===== src/rtl/rowbias_shuffler.sv =====
// Per-row pool of one-hot values, optionally randomised by an LFSR-driven Fisher-Yates shuffle.
// Define ROWBIAS_SHUFFLE_EN to build the shuffler; otherwise the pool is a fixed identity.
`ifndef GRID_LEN
`define GRID_LEN 9
`endif

module rowbias_shuffler #(
  parameter int          w    = `GRID_LEN,
  parameter logic [15:0] SEED = 16'hACE1
) (
  input  logic         clock,
  input  logic         reset,
  input  logic         update,
  input  logic [w-1:0] rqindex,
  input  logic         reshuffle,
  output logic [w-1:0] busvalue,
  output logic         busy
);

  localparam logic [0:0] SHUFFLE = 1'b0;
  localparam logic [0:0] IDLE    = 1'b1;

  logic [0:0]   state;
  logic [w-1:0] lowbit;

  // Isolating the lowest set bit makes multi-hot requests resolve to the lowest index.
  assign lowbit = rqindex & (~rqindex + w'(1));
  assign busy   = (state == SHUFFLE);

`ifdef ROWBIAS_SHUFFLE_EN
  localparam int             IW     = (w > 1) ? $clog2(w) : 1;
  localparam logic [IW-1:0]  ISTART = IW'(w - 1);
  localparam logic [IW-1:0]  ILAST  = IW'(1);

  logic [IW-1:0] i;
  logic [IW-1:0] j;
  logic [IW:0]   span;
  logic [15:0]   lfsr;
  logic [w-1:0]  pool [w];
  logic [w-1:0]  sel;

  // Scaling an 8-bit random value by (i+1) keeps j within 0..i without a divider.
  assign span = {1'b0, i} + (IW+1)'(1);
  assign j    = IW'(({{(IW+1){1'b0}}, lfsr[7:0]} * {8'd0, span}) >> 8);

  always_comb begin
    sel = '0;
    for (int b = 0; b < w; b++) begin
      if (lowbit[b]) sel = sel | pool[b];
    end
  end

  always_ff @(posedge clock) begin
    if (reset) begin
      state    <= SHUFFLE;
      i        <= ISTART;
      lfsr     <= SEED;
      busvalue <= '0;
      for (int k = 0; k < w; k++) pool[k] <= w'(1) << k;
    end else begin
      lfsr <= {1'b0, lfsr[15:1]} ^ (lfsr[0] ? 16'hB400 : 16'h0000);
      if (state == SHUFFLE) begin
        // A swap with j == i writes each entry back to itself, so no special case.
        pool[i] <= pool[j];
        pool[j] <= pool[i];
        if (i <= ILAST) state <= IDLE;
        else            i     <= i - IW'(1);
      end else begin
        if (update) busvalue <= sel;
        if (reshuffle) begin
          state <= SHUFFLE;
          i     <= ISTART;
        end
      end
    end
  end
`else
  logic unused_inputs;
  assign unused_inputs = reshuffle ^ (^SEED);

  // With an identity pool the read reduces to the isolated request bit.
  always_ff @(posedge clock) begin
    if (reset) begin
      state    <= SHUFFLE;
      busvalue <= '0;
    end else begin
      state <= IDLE;
      if (update && state == IDLE) busvalue <= lowbit;
    end
  end
`endif

endmodule

===== config.mk =====
export PLATFORM = sky130hd
export DESIGN_NAME = rowbias_shuffler
export DESIGN_NICKNAME = d
export VERILOG_FILES = /design/src/rtl/rowbias_shuffler.sv
export SDC_FILE = /design/constraint.sdc
export NUM_CORES = 1
export LEC_CHECK = 0
export ABC_AREA = 1
export CAP_MARGIN = 40
export CORE_AREA = 2 2 39 41
export CTS_CLUSTER_SIZE = 28
export DETAILED_ROUTE_END_ITERATION = 12
export DIE_AREA = 0 0 41 43
export PLACE_DENSITY = 0.64
export SKIP_CTS_REPAIR_TIMING = 1
export SLEW_MARGIN = 20
export SYNTH_ARGS = -nofsm -noshare
export SYNTH_HDL_FRONTEND = slang
export SYNTH_SLANG_ARGS = --single-unit

===== constraint.sdc =====
create_clock -name clock -period 2.9 [get_ports clock]
set_clock_uncertainty 0.1 [all_clocks]
set_input_delay 0.435 -clock clock [delete_from_list [all_inputs] [get_ports clock]]
set_output_delay 0.435 -clock clock [all_outputs]
set_load 0.05 [all_outputs]

# Word level (Yosys, flattened, before mapping)
# Cells that the tools add are included.
[totals]
rom_bits = 0
word_cells = 8
ram_bits = 0
output_inout_bits = 10
ff_bits = 10
mem_count = 0
latch_bits = 0
input_bits = 13
[classes]
n_reduce_logical = 1
order_cmp = 0
div = 0
mul = 0
bitwise = 3
mux = 1
n_shift = 0
n_eq_ne = 0
add_sub_neg = 1
[op_table]
columns = ["op", "n"]
rows = [
  ["$add A9 B1 Y9 const B", 1],
  ["$and A9 B9 Y9", 1],
  ["$not A9 Y9", 1],
  ["$logic_and A1 B1 Y1", 1],
  ["$mux W1", 1],
  ["$not A1 Y1", 1],
]

# Depth between registers and ports, before layout
[logic_depth]
depth_word = 3
ltp_mapped = 5
mapped_depth_nobuf = 5

# Worst setup path after synthesis
# OpenSTA, ideal clock, no wires.
[synth_timing]
kind = "register to output"
start = "register state"
end = "output port busy"
setup_slack_ns = 1.759
arrival_time_ns = 0.606
t_required_ns = 2.365
n_path_buf = 0
stages_incl_launch_ff = 2
cell_sequence = "dfxtp_1 > inv_1"
[synth_via]
elab_chain_cells = 1
[synth_lines]
columns = ["element", "line_no", "text"]
rows = [
  ["start, declared", "23", "logic [0:0] state;"],
  ["start signal, assigned", "84", "state <= SHUFFLE;"],
  ["start signal, assigned", "87", "state <= IDLE;"],
  ["$not A1 Y1", "28", "assign busy = (state == SHUFFLE);"],
  ["end, declared", "17", "output logic busy"],
]
# No other way between the ends.

# Worst setup path after layout
# Ends and elaborated chain as after synthesis.

==> results.sh <==
export IMPL_status="finished clean"
export IMPL_critPathCaptureType="primary output"
export IMPL_design_area_sq_um=650.6
export IMPL_cts_tree="yes"
export IMPL_layout_nets=94
export IMPL_antenna_found_initial=0
export IMPL_synth_area_sq_um=409.1
export IMPL_synth_simple_area_share=0.2661
export IMPL_total_power_uw=300.8
export IMPL_synthTopCellsByCount="dfxtp_1 (10), nor2_1 (10), nand2_1 (9), a21oi_1 (7), inv_1 (6)"
export IMPL_core_sq_um=1384
export IMPL_avgSynthCellArea_sq_um=7.306
export IMPL_layout_cells_non_filler=95
export IMPL_r2r_cells=4
export IMPL_groute_usage_overall=0.1268
export IMPL_die_x_um=41
export IMPL_cts_sinks=10
export IMPL_synth_top_family_by_area="simple AND/OR/NAND/NOR gates"
export IMPL_grt_pass1_wl_mm=1.455
export IMPL_diodes=0
export IMPL_hold_violations=0
export IMPL_area_growth_pct=59.02
export IMPL_placed_area_sq_um=628.1
export IMPL_clkTransAtPathRegs_ns=0.06
export IMPL_first_pass_iters=4
export IMPL_layout_drive_gt1_share=0.07595
export IMPL_criticalPathCategory="reg2out"
export IMPL_postRouteAntennaNets=0
export IMPL_hold_depth=2
export IMPL_grt_overflow_total=0
export IMPL_synth_edf_count=0
export IMPL_drv_cap=0
export IMPL_grt_max_degree=12
export IMPL_clock_root_buffer="clkbuf_4"
export IMPL_io_pins=23
export IMPL_ys_async_sr_fraction=0
export IMPL_min_period_over_period=0.6690
export IMPL_worstPathMaxFanout=2
export IMPL_p_per_area_nw_per_um2=462.3
export IMPL_synthTopCellsByArea="dfxtp_1 (49%), nor2_1 (9.2%), a21oi_1 (8.6%)"
export IMPL_mappedNetlistNets=69
export IMPL_dp_cells=92
export IMPL_vias=431
export IMPL_seq_area_frac_synth=0.4893
export IMPL_clk_latency_ns=0.26
export IMPL_grt_pass1_vias=379
export IMPL_worst_pin_slew_ns=0.4946
export IMPL_max_freq_ghz=0.5155
export IMPL_start_util=0.2957
export IMPL_synth_distinct_cells=13
export IMPL_p_leak_uw=0.0002613
export IMPL_routed_wl_um=942
export IMPL_place_gp_congestion=0.7285
export IMPL_cts_inserted_buffers=3
export IMPL_die_area_sq_um=1763
export IMPL_drc_errors=0
export IMPL_synth_top_area_frac=0.4893
export IMPL_setup_tns_final_ns=0
export IMPL_period_minus_slack_ns=1.940
export IMPL_post_dp_hpwl_um=721.9
export IMPL_hold_ws_ns=0.3678
export IMPL_synthXorXnorAreaFrac=0
export IMPL_worstPathArrival_ns=1.41
export IMPL_htreeDepth=1
export IMPL_yosys_warnings=0
export IMPL_hold_path_class="reg2reg"
export IMPL_critPathLaunchType="register"
export IMPL_synth_compound_area_frac=0.1529
export IMPL_portBuffers=21
export IMPL_ys_ff_latch=10
export IMPL_rsz0062_at_grt="false"
export IMPL_synthAdderAreaFrac=0
export IMPL_cts_buffer_depth=2
export IMPL_ys_flop_type="dfxtp_1"
export IMPL_muxShareOfSynthArea=0
export IMPL_finalSetupViolations=0
export IMPL_drtIter0Drc=6
export IMPL_syn_inst=56
export IMPL_fp_dieH_um=43
export IMPL_rows=14
export IMPL_critPathRequiredTime_ns=2.37
export IMPL_via_per_inst=4.537
export IMPL_synth_top_area_cell="dfxtp_1"
export IMPL_ir_drop_mv=0.2395
export IMPL_drv_slew=0
export IMPL_relSlewSlack=0.6692
export IMPL_wire_per_inst_um=9.916
-- kinds of logic after synthesis --
group,after synthesis
buffers and inverters,8
AND/OR/NAND/NOR,26
AO/OA/AOI/OAI,12
flip-flops,10
-- registers in the layout, summed over array words and instances (netlist names) --
signal / count
state: 1
busvalue: 9
-- cell usage in the layout, fill, tap and decap left out, drive strengths merged --
cell | Yosys | final
inv | 7 | 7
a22oi | 1 | 1
nand2 | 10 | 10
nand3 | 4 | 4
a21oi | 7 | 7
nor2 | 11 | 11
o21ai | 4 | 4
nor3 | 1 | 1
dfxtp | 10 | 10
clkbuf | 0 | 3
clkdlybuf4s50 | 0 | 21
-- per-layer routing --
layer / up-vias / GRT usage / wire (um)
met2: 14 / 0.1813 / 433
li1: 229 / - / -
met3: 2 / 0.07853 / 61
met5: - / 0 / 0
met1: 186 / 0.1424 / 430
met4: 0 / 0.06000 / 16
-- path summary, 6_finish.rpt --
kind	end	startpoint	slack, ns
worst min-delay path	busvalue[2]	busvalue[2]	0.37
worst min register to register	busvalue[2]	busvalue[2]	0.37
worst max register to register	busvalue[7]	state	1.90
worst max-delay path	busy	state	0.96
-- worst max-delay path: stages (launching register included) --
cell and delay, ns:
dfxtp_1 0.31, inv_1 0.05, clkdlybuf4s50_1 0.78
-- per-stage QoR --
| step | utilization | worst slack [ns] |
|---|---|---|
| 2_1_floorplan | - | 1.759 |
| 3_3_place_gp | 0.4539 | 1.239 |
| 3_5_place_dp | 0.4539 | 1.234 |
| 4_1_cts | 0.4702 | 0.9477 |
| 5_1_grt | 0.4702 | 0.8780 |
| 6_report | 0.4702 | 0.9600 |
-- area by class of cell --
type,count,area [sq um]
inverters,7,26.28
clock buffers,3,22.52
well taps,16,20.02
multi-input cells,38,171.4
fillers,155,733.2
repair buffers,21,210.2
flip-flops and latches,10,200.2
-- power by group --
part	internal, uW	total (uW)	switching [uW]
clock	47.7	90.9	43.1
combinational	27.2	64.4	37.2
sequential	143	146	2.49
total	218	301	82.8
No activity file was read; power rests on OpenSTA's default activity.
